[src/rtl/arty_boot_ctrl.sv]
// Boot/reset sequencer for the Arty SoC: synchronizes PLL lock and the soft-reset
// button, debounces the button, and steps the core through WAIT_LOCK/HOLD/LOAD/RUN.
module arty_boot_ctrl #(
  parameter int unsigned RST_HOLD_CYCLES = 16,
  parameter int unsigned DEBOUNCE_CYCLES = 100000
) (
  input  logic       clk,
  input  logic       rst_n,
  input  logic       pll_locked,
  input  logic       btn_rst,
  input  logic       boot_hold,
  input  logic       loader_done,
  output logic       core_rst_n,
  output logic       fetch_enable,
  output logic [1:0] state_o,
  output logic [7:0] boot_count
);

  typedef enum logic [1:0] {
    WAIT_LOCK = 2'd0,
    HOLD      = 2'd1,
    LOAD      = 2'd2,
    RUN       = 2'd3
  } state_t;

  localparam logic [19:0] DB_LAST   = 20'(DEBOUNCE_CYCLES - 1);
  localparam logic [15:0] HOLD_LAST = 16'(RST_HOLD_CYCLES - 1);

  logic        pll_meta, pll_sync;
  logic        btn_meta, btn_sync;
  logic        btn_db, btn_db_q;
  logic [19:0] db_cnt;
  logic        press;

  state_t      state, state_next;
  logic [15:0] hold_cnt;
  logic        hold_done;
  logic        hold_clr;
  logic        boot_bump;

  always_ff @(posedge clk) begin
    if (!rst_n) begin
      pll_meta <= 1'b0;
      pll_sync <= 1'b0;
      btn_meta <= 1'b0;
      btn_sync <= 1'b0;
    end else begin
      pll_meta <= pll_locked;
      pll_sync <= pll_meta;
      btn_meta <= btn_rst;
      btn_sync <= btn_meta;
    end
  end

  // Debounced level flips only after DEBOUNCE_CYCLES consecutive disagreeing cycles.
  always_ff @(posedge clk) begin
    if (!rst_n) begin
      btn_db   <= 1'b0;
      btn_db_q <= 1'b0;
      db_cnt   <= '0;
    end else begin
      btn_db_q <= btn_db;
      if (btn_sync != btn_db) begin
        if (db_cnt == DB_LAST) begin
          btn_db <= btn_sync;
          db_cnt <= '0;
        end else begin
          db_cnt <= db_cnt + 20'd1;
        end
      end else begin
        db_cnt <= '0;
      end
    end
  end

  assign press     = btn_db & ~btn_db_q;
  assign hold_done = (hold_cnt == HOLD_LAST);

  always_ff @(posedge clk) begin
    if (!rst_n) state <= WAIT_LOCK;
    else        state <= state_next;
  end

  always_comb begin
    state_next = state;
    hold_clr   = 1'b0;
    boot_bump  = 1'b0;
    if (!pll_sync) begin
      state_next = WAIT_LOCK;
    end else if (press && state != WAIT_LOCK) begin
      state_next = HOLD;
      hold_clr   = 1'b1;
    end else begin
      case (state)
        WAIT_LOCK: begin
          state_next = HOLD;
          hold_clr   = 1'b1;
        end
        HOLD: begin
          if (hold_done) begin
            state_next = boot_hold ? LOAD : RUN;
            boot_bump  = 1'b1;
          end
        end
        LOAD: begin
          if (loader_done || !boot_hold) state_next = RUN;
        end
        default: state_next = state;
      endcase
    end
  end

  always_ff @(posedge clk) begin
    if (!rst_n) begin
      hold_cnt <= '0;
    end else if (hold_clr) begin
      hold_cnt <= '0;
    end else if (state == HOLD && !hold_done) begin
      hold_cnt <= hold_cnt + 16'd1;
    end
  end

  always_ff @(posedge clk) begin
    if (!rst_n) begin
      boot_count <= '0;
    end else if (boot_bump && boot_count != 8'hFF) begin
      boot_count <= boot_count + 8'd1;
    end
  end

  assign core_rst_n   = (state == LOAD) || (state == RUN);
  assign fetch_enable = (state == RUN);
  assign state_o      = state;

endmodule

[config.mk]
export PLATFORM = sky130hd
export DESIGN_NAME = arty_boot_ctrl
export DESIGN_NICKNAME = d
export VERILOG_FILES = /design/src/rtl/arty_boot_ctrl.sv
export SDC_FILE = /design/constraint.sdc
export NUM_CORES = 1
export LEC_CHECK = 0
export CAP_MARGIN = 25
export CORE_MARGIN = 2
export CORE_UTILIZATION = 41
export CTS_CLUSTER_SIZE = 8
export DETAILED_ROUTE_END_ITERATION = 12
export PLACE_DENSITY = 0.6
export REMOVE_ABC_BUFFERS = 1
export SYNTH_ARGS = -nofsm -noshare
export SYNTH_HDL_FRONTEND = slang
export SYNTH_SLANG_ARGS = --single-unit
[constraint.sdc]
create_clock -name clk -period 2.1 [get_ports clk]
set_clock_uncertainty 0.15 [all_clocks]
set_input_delay 0.42 -clock clk [delete_from_list [all_inputs] [get_ports clk]]
set_output_delay 0.42 -clock clk [all_outputs]
set_load 0.005 [all_outputs]
== Yosys cells after proc, flatten, opt, wreduce, memory -nomap -nowiden ==
Cells that the tools add are included.
W data, S select, Z words.

* Flip-flop bits (word level): 52
* Input bits: 6
* Output and inout port bits: 12
* Word-level logic and storage cells: 60

* $add $sub $neg: 3
* Eq/ne operators: 11
* Muxes and demuxes: 12
* Bitwise logic cells: 5
* Reduce and logical (&&, ||, !) cells: 18

{| class="wikitable"
|+ Operators with widths
! cell !! number
|-
| $add A20 B1 Y20 const B || 1
|-
| $eq A20 B17 Y1 const B || 1
|-
| $add A16 B1 Y16 const B || 1
|-
| $eq A16 B4 Y1 const B || 1
|-
| $mux W1 || 9
|-
| $add A8 B1 Y8 const B || 1
|-
| $ne A8 B8 Y1 const B || 1
|-
| $ne A3 B3 Y1 const B || 2
|-
| $pmux W2 S3 || 1
|-
| $reduce_and A3 Y1 || 2
|-
| $reduce_or A3 Y1 || 2
|-
| $eq A2 B2 Y1 const B || 2
|-
| $mux W2 || 2
|-
| $ne A2 B2 Y1 const B || 2
|-
| $not A1 Y1 || 4
|-
| $reduce_and A2 Y1 || 2
|-
| $reduce_bool A4 Y1 || 1
|-
| $logic_and A1 B1 Y1 || 3
|-
| $reduce_bool A3 Y1 || 1
|-
| $eq A2 B1 Y1 const B || 1
|-
| $logic_not A1 Y1 || 2
|-
| $logic_not A2 Y1 || 1
|-
| $logic_or A1 B1 Y1 || 2
|-
| $reduce_bool A2 Y1 || 1
|-
| 3 further kinds || 3
|}

== Longest topological paths before layout ==
* Word-level depth: 6
* Gate-level depth with buffers: 8
* Gate-level depth less buffers: 7

== Worst setup path after synthesis ==
Ideal clock, no wire load.

* Path type: flip-flop to flip-flop
* Start point: register state[1], in the netlist state_o[1]
* End point: register hold_cnt[11]
* Library setup time: 0.128 ns
* Arrival: 1.697 ns
* Data required time: 1.822 ns
* Path slack: 0.126 ns
* Cell stages (with the launch flop): 9
* Path buffers: 1
* Period minus slack after synthesis: 1.974 ns
* Cells stage by stage: dfxtp_1 -> inv_1 -> ha_1 -> clkbuf_1 -> nand4_1 -> nor3_1 -> nand3_1 -> xor2_1 -> nor2_1

* Longest elaborated chain between the ends: 5
* Elaborated cells between the ends (all ways): 9
* Classes of those cells: eq/ne (1); mux (3); reduce/logical (5)

{| class="wikitable"
|+ Ends and longest elaborated chain
! what !! line !! RTL
|-
| start, declared || 35 || <nowiki>state_t state, state_next;</nowiki>
|-
| start signal, assigned || 81 || <nowiki>else state <= state_next;</nowiki>
|-
| $logic_not A2 Y1 or $reduce_bool A2 Y1 (tied branches) || 94, 90 ||
|-
| $mux W1 or $logic_and A1 B1 Y1 (tied branches) || 94, 90 ||
|-
| $mux W1 || 90 || <nowiki>end else if (press && state != WAIT_LOCK) begin</nowiki>
|-
| $mux W1 || 88 || <nowiki>if (!pll_sync) begin</nowiki>
|-
| $reduce_or A2 Y1 (no source line) || -- ||
|-
| end signal, assigned || 119 || <nowiki>hold_cnt <= hold_cnt + 16'd1;</nowiki>
|-
| end, declared || 36 || <nowiki>logic [15:0] hold_cnt;</nowiki>
|}

Several ways; a longest one is shown, not always the timed one.
A chain may end at the register's enable or synchronous reset.

== Worst setup path in the final report ==
* Start point: register state[0], in the netlist state_o[0]
* End point: output core_rst_n

* Longest elaborated chain between the ends: 2
* Elaborated cells between the ends (all ways): 3
* Classes of those cells: eq/ne (2); reduce/logical (1)

{| class="wikitable"
|+ Ends and longest elaborated chain
! what !! line !! RTL
|-
| $eq A2 B2 Y1 || 131 || <nowiki>assign core_rst_n = (state == LOAD) || (state == RUN);</nowiki>
|-
| $logic_or A1 B1 Y1 * || 131 ||
|-
| end, declared || 13 || <nowiki>output logic core_rst_n,</nowiki>
|}

Mark *: on every way between the ends. The rest lies on a longest branch, timed or not.

==> flow_metrics.env <==
export IMPL_drive_above_1_share_pct=10.5
export IMPL_finalCritPeriodShare_pct=96.1
export IMPL_finalPower_uw=1650
export IMPL_tightest_slew_ns=0.374
export IMPL_cts_sinks=52
export IMPL_drv_slew=0
export IMPL_path_max_fanout=4
export IMPL_hold_viol=0
export IMPL_fin_nets=317
export IMPL_die_area_um2=6510
export IMPL_ys_warn_count=0
export IMPL_place_congestion=0.765
export IMPL_drc=0
export IMPL_cp_slowest_stage_delay_ns=0.34
export IMPL_crit_path_end_kind="primary output"
export IMPL_hp_class="flip-flop to flip-flop"
export IMPL_wl_per_cell_um=11.5
export IMPL_worstPathCellList="inv_1, ha_1, or2_2, dlygate4sd2_1"
export IMPL_core_area_um2=5610
export IMPL_setup_viol=0
export IMPL_cts_max_level=2
export IMPL_yosysUniqueCellTypes=32
export IMPL_cp_arrival_ns=1.45
export IMPL_insertion_delay_ns=0.31
export IMPL_peakVddDrop_uv=357
export IMPL_ys_ff_latch=52
export IMPL_maxCapViolCount=0
export IMPL_grt_start_max_net_pins=17
export IMPL_avgSynthCellArea_um2=8.93
export IMPL_critPathKind="flip-flop to primary output"
export IMPL_hp_start="btn_meta"
export IMPL_final_common_cell="dfxtp_1"
export IMPL_placed_cells=367
export IMPL_start_util_pct=43.0
export IMPL_cts_tree="done"
export IMPL_track_usage_pct=14.9
export IMPL_cpLargestDelayFamily="flip-flops"
export IMPL_io_buffer_count=17
export IMPL_synth_area_um2=2410
export IMPL_antenna_found_initial=0
export IMPL_syn_inst=270
export IMPL_reg2reg_from="hold_cnt[0]"
export IMPL_first_global_vias=1712
export IMPL_area_delta_synth_final_pct=19.3
export IMPL_drt_initial_drc_count=77
export IMPL_worst_path_max_delay_cell="dfxtp_2"
export IMPL_ant_nets=0
export IMPL_n_antenna_cell=0
export IMPL_cp_startpoint="state_o[0]"
export IMPL_cts_clk_slew_worst_paths_ns=0.09
export IMPL_num_vias=1863
export IMPL_rsz0062_at_grt="false"
export IMPL_yosysSeqAreaShare_pct=43.2
export IMPL_vias_per_cell=4.94
export IMPL_hold_ws_ns=0.290
export IMPL_cp_num_buf_inv=2
export IMPL_p_leak_uw=0.00109
export IMPL_firstDrtPassIters=4
export IMPL_max_freq_mhz=496
export IMPL_die_w_um=80.7
export IMPL_layout_common_cells="50 x dfxtp_1, 45 x nor2_1, 24 x xor2_1, 23 x nand2_1, 22 x nand3_1"
export IMPL_num_rows=27
export IMPL_fin_tns_setup_ns=0
export IMPL_overflow=0
export IMPL_root_buffer="clkbuf_8"
export IMPL_status="finished clean"
export IMPL_routed_wl_mm=4.35
export IMPL_powerDensity_nw_per_um2=574
export IMPL_dp_hpwl_mm=3.14
export IMPL_cts_buffers=5
export IMPL_grt_pass1_wl_mm=7.54
export IMPL_clock_path_buffers=2
export IMPL_relSlewSlack_pct=74.8
export IMPL_period_needed_ns=2.02
export IMPL_dieHeight_um=80.7
export IMPL_nFillCells=549
export IMPL_instances_no_fill=377
export IMPL_io_pins=18
export IMPL_cp_required_ns=1.53
export IMPL_cp_start_kind="flip-flop"
## registers in the layout, indices dropped and copies added (netlist names)
signal	cells
btn_meta	1
pll_sync	1
btn_db	1
state_o	2
boot_count	8
db_cnt	20
hold_cnt	16
btn_sync	1
btn_db_q	1
pll_meta	1
## power breakdown
part	internal [uW]	switching [uW]
clock network	267	334
registers	991	2.95
logic	26.7	27.6
## path summary, 6_finish.rpt
check             slack (ns)  cells past startpoint          to
setup / recovery        0.08                      4  core_rst_n
hold / removal          0.29                      1    btn_sync
setup reg to reg        0.13                      7  state_o[0]
hold reg to reg         0.29                      1    btn_sync
## Yosys cell counts (all sizes together)
master	number	area (um^2)
dfxtp	52	1040
nor2	45	169
xor2	24	210
nand2	23	86.3
nand3	22	110
nand4	12	90.1
xnor2	11	96.3
and3	10	62.6
mux2i	8	80.1
ha	7	87.6
nand2b	7	43.8
nor4	7	86.3
and2	6	37.5
inv	6	22.5
nor3	6	30.0
clkbuf	4	15.0
nor2b	4	25.0
a21oi	2	10.0
and4	2	17.5
nor4b	2	17.5
o21ai	2	10.0
a211oi	1	7.51
a311oi	1	8.76
and4bb	1	12.5
buf	1	5.00
nand3b	1	7.51
o211ai	1	7.51
or2	1	6.26
or4	1	7.51
## per-stage QoR
stage	worst slack, ns	instance area [um^2]	utilization (%)
after global placement	0.0967	2760	49.2
after global routing	0.0102	2880	51.3
final	0.0820	2880	51.3
after CTS	0.0572	2870	51.1
after floorplan	0.203	2390	-
after detailed placement	0.0902	2760	49.2
## worst register-to-register path: cells and delay by family, from the launching register on
| kind | cells | cell delay [ns] |
|---|---|---|
| and+or+nand+nor | 4 | 0.60 |
| AOI/OAI and AO/OA | 1 | 0.32 |
| adders and majority gates | 1 | 0.20 |
| buffers and inverters | 1 | 0.19 |
| DFF | 1 | 0.40 |
## cells by family after synthesis
family          count (synthesis)  share of synthesized area [%]
compound gates                  7                           1.82
xor+xnor                       35                           12.7
fa+ha+maj                       7                           3.63
buf+inv                        11                           1.76
flops                          52                           43.2
mux                             8                           3.32
simple gates                  150                           33.6
## timing repair
item,CTS,global route
pin swaps,0,1
hold buffers,0,0
endpoints found under the setup margin,2,5
gates resized for setup,3,0
setup buffers,1,1
hold endpoints to repair,0,0
## routing by layer
layer  wire [um]  track usage (%)  vias up
li1            -                -      991
met3         148             3.93        7
met2        1800             22.2       24
met4          58             5.08        0
met1        2340             20.7      841
met5           0                0        -
## final cells by class
cell class / count / area [um^2] / area share [%]
multi-input cells: 207 / 1330 / 46.2
flip-flops and latches: 52 / 1040 / 36.3
inverters: 6 / 22.5 / 0.783
clock buffers: 6 / 82.6 / 2.87
clock inverters: 2 / 15.0 / 0.522
repair buffers: 32 / 294 / 10.2
well taps: 72 / 90.1 / 3.13
Power figures use the tool's default switching activity.
